**src/rtl/mem_port_arbiter.sv**
```systemverilog
// mem_port_arbiter: one-access-per-cycle sequencer sharing the unified memory between fetch and load/store
// Ports:
//   clk, rst_n                 clock, asynchronous active-low reset
//   if_req/if_addr             fetch request (instruction region 0-255)
//   if_gnt/if_rvalid/if_rdata  fetch grant, response one cycle later
//   d_req/d_we/d_funct3/d_addr/d_wdata  load/store request (data region, offset by DATA_BASE)
//   d_gnt/d_rvalid/d_rdata     data grant, load response one cycle later
//   mem_*                      memory port; mem_rdata is valid the cycle after a read strobe
// Optional: define ARB_PERF_CNT_EN to add if_stall_cnt/d_stall_cnt stall counters.
module mem_port_arbiter #(
  parameter int MAX_D_BURST = 4,
  parameter int DATA_BASE   = 256
) (
  input  logic        clk,
  input  logic        rst_n,
  input  logic        if_req,
  input  logic [7:0]  if_addr,
  output logic        if_gnt,
  output logic        if_rvalid,
  output logic [31:0] if_rdata,
  input  logic        d_req,
  input  logic        d_we,
  input  logic [2:0]  d_funct3,
  input  logic [7:0]  d_addr,
  input  logic [31:0] d_wdata,
  output logic        d_gnt,
  output logic        d_rvalid,
  output logic [31:0] d_rdata,
  output logic        mem_en,
  output logic        mem_we,
  output logic [8:0]  mem_addr,
  output logic [2:0]  mem_funct3,
  output logic [31:0] mem_wdata,
`ifdef ARB_PERF_CNT_EN
  output logic [31:0] if_stall_cnt,
  output logic [31:0] d_stall_cnt,
`endif
  input  logic [31:0] mem_rdata
);
  typedef enum logic [1:0] {NONE, IF_RD, D_RD, D_WR} owner_e;
  owner_e     owner_q, owner_d;
  logic [3:0] streak_q, streak_d;
  logic       fetch_forced;
`ifdef ARB_PERF_CNT_EN
  logic [31:0] if_stall_q, if_stall_d, d_stall_q, d_stall_d;
  assign if_stall_cnt = if_stall_q;
  assign d_stall_cnt  = d_stall_q;
`endif
  always_comb begin
    fetch_forced = streak_q == 4'(MAX_D_BURST);
    // rst_n gates grants so no memory access can start while reset is held
    if_gnt     = rst_n && if_req && (!d_req || fetch_forced);
    d_gnt      = rst_n && d_req && !if_gnt;
    streak_d   = (!if_req || if_gnt) ? 4'd0 : (d_gnt && !fetch_forced) ? streak_q + 4'd1 : streak_q;
    owner_d    = if_gnt ? IF_RD : d_gnt ? (d_we ? D_WR : D_RD) : NONE;
    mem_en     = if_gnt || d_gnt;
    mem_we     = d_gnt && d_we;
    mem_addr   = if_gnt ? {1'b0, if_addr} : d_gnt ? {1'b0, d_addr} + 9'(DATA_BASE) : 9'd0;
    mem_funct3 = if_gnt ? 3'b010 : d_gnt ? d_funct3 : 3'd0;
    mem_wdata  = d_gnt ? d_wdata : 32'd0;
    if_rvalid  = owner_q == IF_RD;
    d_rvalid   = owner_q == D_RD;
    if_rdata   = if_rvalid ? mem_rdata : 32'd0;
    d_rdata    = d_rvalid ? mem_rdata : 32'd0;
`ifdef ARB_PERF_CNT_EN
    if_stall_d = if_stall_q + 32'(if_req && !if_gnt);
    d_stall_d  = d_stall_q + 32'(d_req && !d_gnt);
`endif
  end
  always_ff @(posedge clk or negedge rst_n) begin
    if (!rst_n) begin
      owner_q  <= NONE;
      streak_q <= 4'd0;
`ifdef ARB_PERF_CNT_EN
      if_stall_q <= 32'd0;
      d_stall_q  <= 32'd0;
`endif
    end else begin
      owner_q  <= owner_d;
      streak_q <= streak_d;
`ifdef ARB_PERF_CNT_EN
      if_stall_q <= if_stall_d;
      d_stall_q  <= d_stall_d;
`endif
    end
  end
endmodule

```
**config.mk**
```make
export PLATFORM = sky130hd
export DESIGN_NAME = mem_port_arbiter
export DESIGN_NICKNAME = d
export VERILOG_FILES = /design/src/rtl/mem_port_arbiter.sv
export SDC_FILE = /design/constraint.sdc
export NUM_CORES = 1
export LEC_CHECK = 0
export ABC_AREA = 1
export ABC_CLOCK_PERIOD_IN_PS = 5300
export BUFFER_PORTS_ARGS = -buffer_cell sky130_fd_sc_hd__buf_2
export CAP_MARGIN = 20
export CORE_AREA = 5 5 75 77
export DETAILED_ROUTE_END_ITERATION = 10
export DIE_AREA = 0 0 80 82
export GPL_ROUTABILITY_DRIVEN = 0
export PLACE_DENSITY = 0.69
export SLEW_MARGIN = 40
export SYNTH_ARGS = -nofsm -noshare
export SYNTH_HDL_FRONTEND = slang
export SYNTH_SLANG_ARGS = --single-unit
```
**constraint.sdc**
```tcl
create_clock -name clk -period 5.3 [get_ports clk]
set_clock_uncertainty 0.2 [all_clocks]
set_input_delay 0.795 -clock clk [delete_from_list [all_inputs] [get_ports clk]]
set_output_delay 0.795 -clock clk [all_outputs]
set_load 0.005 [all_outputs]
```
==> qor.csv <==
metric,value,unit
Fmax,0.333,GHz
synth unique cells,21,
worst vdd ir,0.0000629,V
Routed WL,5540,µm
Synth area leaders,"nor2_1, inv_1, dfrtp_1",
Syn Inst Count,249,
P_leak,1.81,nW
Synth area leader,nor2_1,
slowest CP cell,nand2_4,
Final HPWL DP,4920,µm
Synth Warn #,0,
Int Power,166,µW
Synth top area share,31.4,%
wire length of the first global-routing pass,8190,µm
WHS,0.211,ns
die footprint,6560,µm²
"Largest stage delay, worst path",0.34,ns
Avg Inst Size Synth,4.70,µm²
routed length per instance,10.8,µm
CP startpoint kind,primary input,
P_sw,98.5,µW
R2R depth,7,
CTS tree,built,
top post-synthesis cells by count,"nor2_1, inv_1, nand2_1",
share of post-route cells with drive strength above 1,48.6,%
via count,1991,
count of final setup violators,0,
GRT Overall Usage,15.1,%
Die W,80,µm
post-synthesis sequential area ratio,12.8,%
top_reg_cell synth,dfrtp_1,
reg-to-reg startpoint,streak_q[0],
Worst-Margin Slew,0.562,ns
CTS buffer count,3,
PwrDens,119,nW/µm²
setup_tns,0,ns
Crit Path Max Fanout,36,
std cell rows,26,
max-slew violation count,0,
"Reg clk slew, reported paths",0.03,ns
pre-CTS WS,2.27,ns
MaxCap Viol Count,0,
Pwr Total,265,µW
flop2flop setup slack,3.43,ns
Finished Cell Area,2230,µm²
FILL cells,565,
drc violations,0,
clock sinks,6,
Critical Path Start,rst_n,
grt total ovfl,0,
clk_lat worst skew,0.22,ns
flop and latch count out of synthesis,6,
Inserted Diodes,0,
Post-Syn Nets,339,
R2R Path End,owner_q[1],
switching share of power,37.2,%
CP cell instances,buf_2 -> nand2_1 -> inv_1 -> nand2_2 -> nand2_4 -> inv_1 -> buf_2,
clock root cell,clkbuf_8,
RSZ-0062 raised after global routing,no,
worst hold-check path type,in2async,
Max-slew headroom,62.4,%
pin count of the biggest net entering global routing,37,
"Hold-fix buffers, CTS",0,
Clock Power Share,24.8,%
vias in the first global route,1905,
Worst EP required,4.30,ns
DRT iter0 DRCs,34,
"count leader, synth",nor2_1,
"Hold Vio Cnt, Final",0,
combinational share of power,53.7,%
Pre-antenna DRT Iters,4,
Placeable Area,4940,µm²
status,completed,
worst path arrival time,2.01,ns
Layout area overhead,91.0,%
Post-synth EDFFs,0,
Die Y,82,µm
antenna violations before repair,1,
Via density,3.89,
placed inst area,2190,µm²
ys async rst share,100,%
fin crit period,3.00,ns
sequential share of power,21.5,%
Port Buffers,201,
Initial Util,23.7,%
Final nets,534,
H-tree levels,1,
number of routed nets with antenna violations,0,
Critical Path End,mem_addr[8],
crit path capture type,output pin,
crit path kind,in2out,
PostCTS Resize Cnt,0,
"Cell Area, Synth",1170,µm²
setup bufs post-CTS,0,
post-route setup slack,2.30,ns
I/O pins,202,
Final Cycle Share,56.7,%
Max Root-Sink Buffers,2,
==> routing by layer <==
layer / vias up / wire [µm] / global-route usage [%]
met4: 2 / 0 / 2.70
li1: 1063 / - / -
met5: - / 20 / 0
met1: 805 / 1850 / 15.0
met3: 2 / 877 / 7.89
met2: 119 / 2790 / 28.3
==> stage by stage <==
step	std cells	util [%]
after floorplan	249	-
after global placement	509	44.3
after detailed placement	509	44.4
after CTS	512	45.2
after global routing	512	45.2
final	512	45.2
==> worst max-delay path, delay by kind of cell <==
kind | cells | cell delay [ns]
and+or+nand+nor | 3 | 0.63
buffers and inverters | 4 | 0.57
==> power groups by stage <==
stage          Combinational [mW]  Sequential, mW  Clock, mW
2_1_floorplan              0.0702          0.0561          0
3_3_place_gp                0.142          0.0571          0
3_5_place_dp                0.144          0.0576          0
4_1_cts                     0.144          0.0570     0.0684
5_1_grt                     0.163          0.0582     0.0699
6_report                    0.142          0.0570     0.0658
==> worst min path at each step <==
stage               slack, ns        start     endpoint  cells after the start
finish                   0.21        rst_n   owner_q[0]                      1
global route             0.22        rst_n   owner_q[0]                      1
CTS                      0.21        rst_n   owner_q[1]                      1
detailed placement       0.36  streak_q[3]  streak_q[3]                      3
global placement         0.36  streak_q[3]  streak_q[3]                      3
floorplan                0.30        rst_n   owner_q[0]                      0
==> area by class of cell <==
| cell class | count | area, µm² | share of cell area (%) |
|---|---|---|---|
| multi-input combinational | 153 | 652 | 29.2 |
| sequential | 6 | 150 | 6.72 |
| timing repair buffer | 201 | 1010 | 45.0 |
| inverter | 79 | 298 | 13.3 |
| clock buffer | 3 | 41.3 | 1.85 |
| tap | 70 | 87.6 | 3.92 |
==> kinds of logic (layout without fill, tap and decap cells) <==
kind of cell | Yosys count | count (layout) | synth area share [%]
buffers and inverters | 90 | 283 | 31.7
AND/OR/NAND/NOR | 145 | 145 | 50.1
adder cells (fa/ha/maj) | 2 | 2 | 2.14
AO/OA/AOI/OAI | 5 | 5 | 2.57
XOR/XNOR | 1 | 1 | 0.749
flip-flops | 6 | 6 | 12.8
==> sequential cells by signal, indices dropped and copies added, names as in the netlist <==
register and cells:
streak_q 4, owner_q 2
==> cell usage in the layout (no fill, tap or decap), drive strengths merged <==
cell,count
nor2,102
nand3,11
a21oi,3
clkbuf,3
dfrtp,6
o21ai,1
ha,2
clkinv,1
xor2,1
o22ai,1
inv,78
nand4,1
buf,201
nand2,31
No activity file was read; power rests on OpenSTA's default activity.
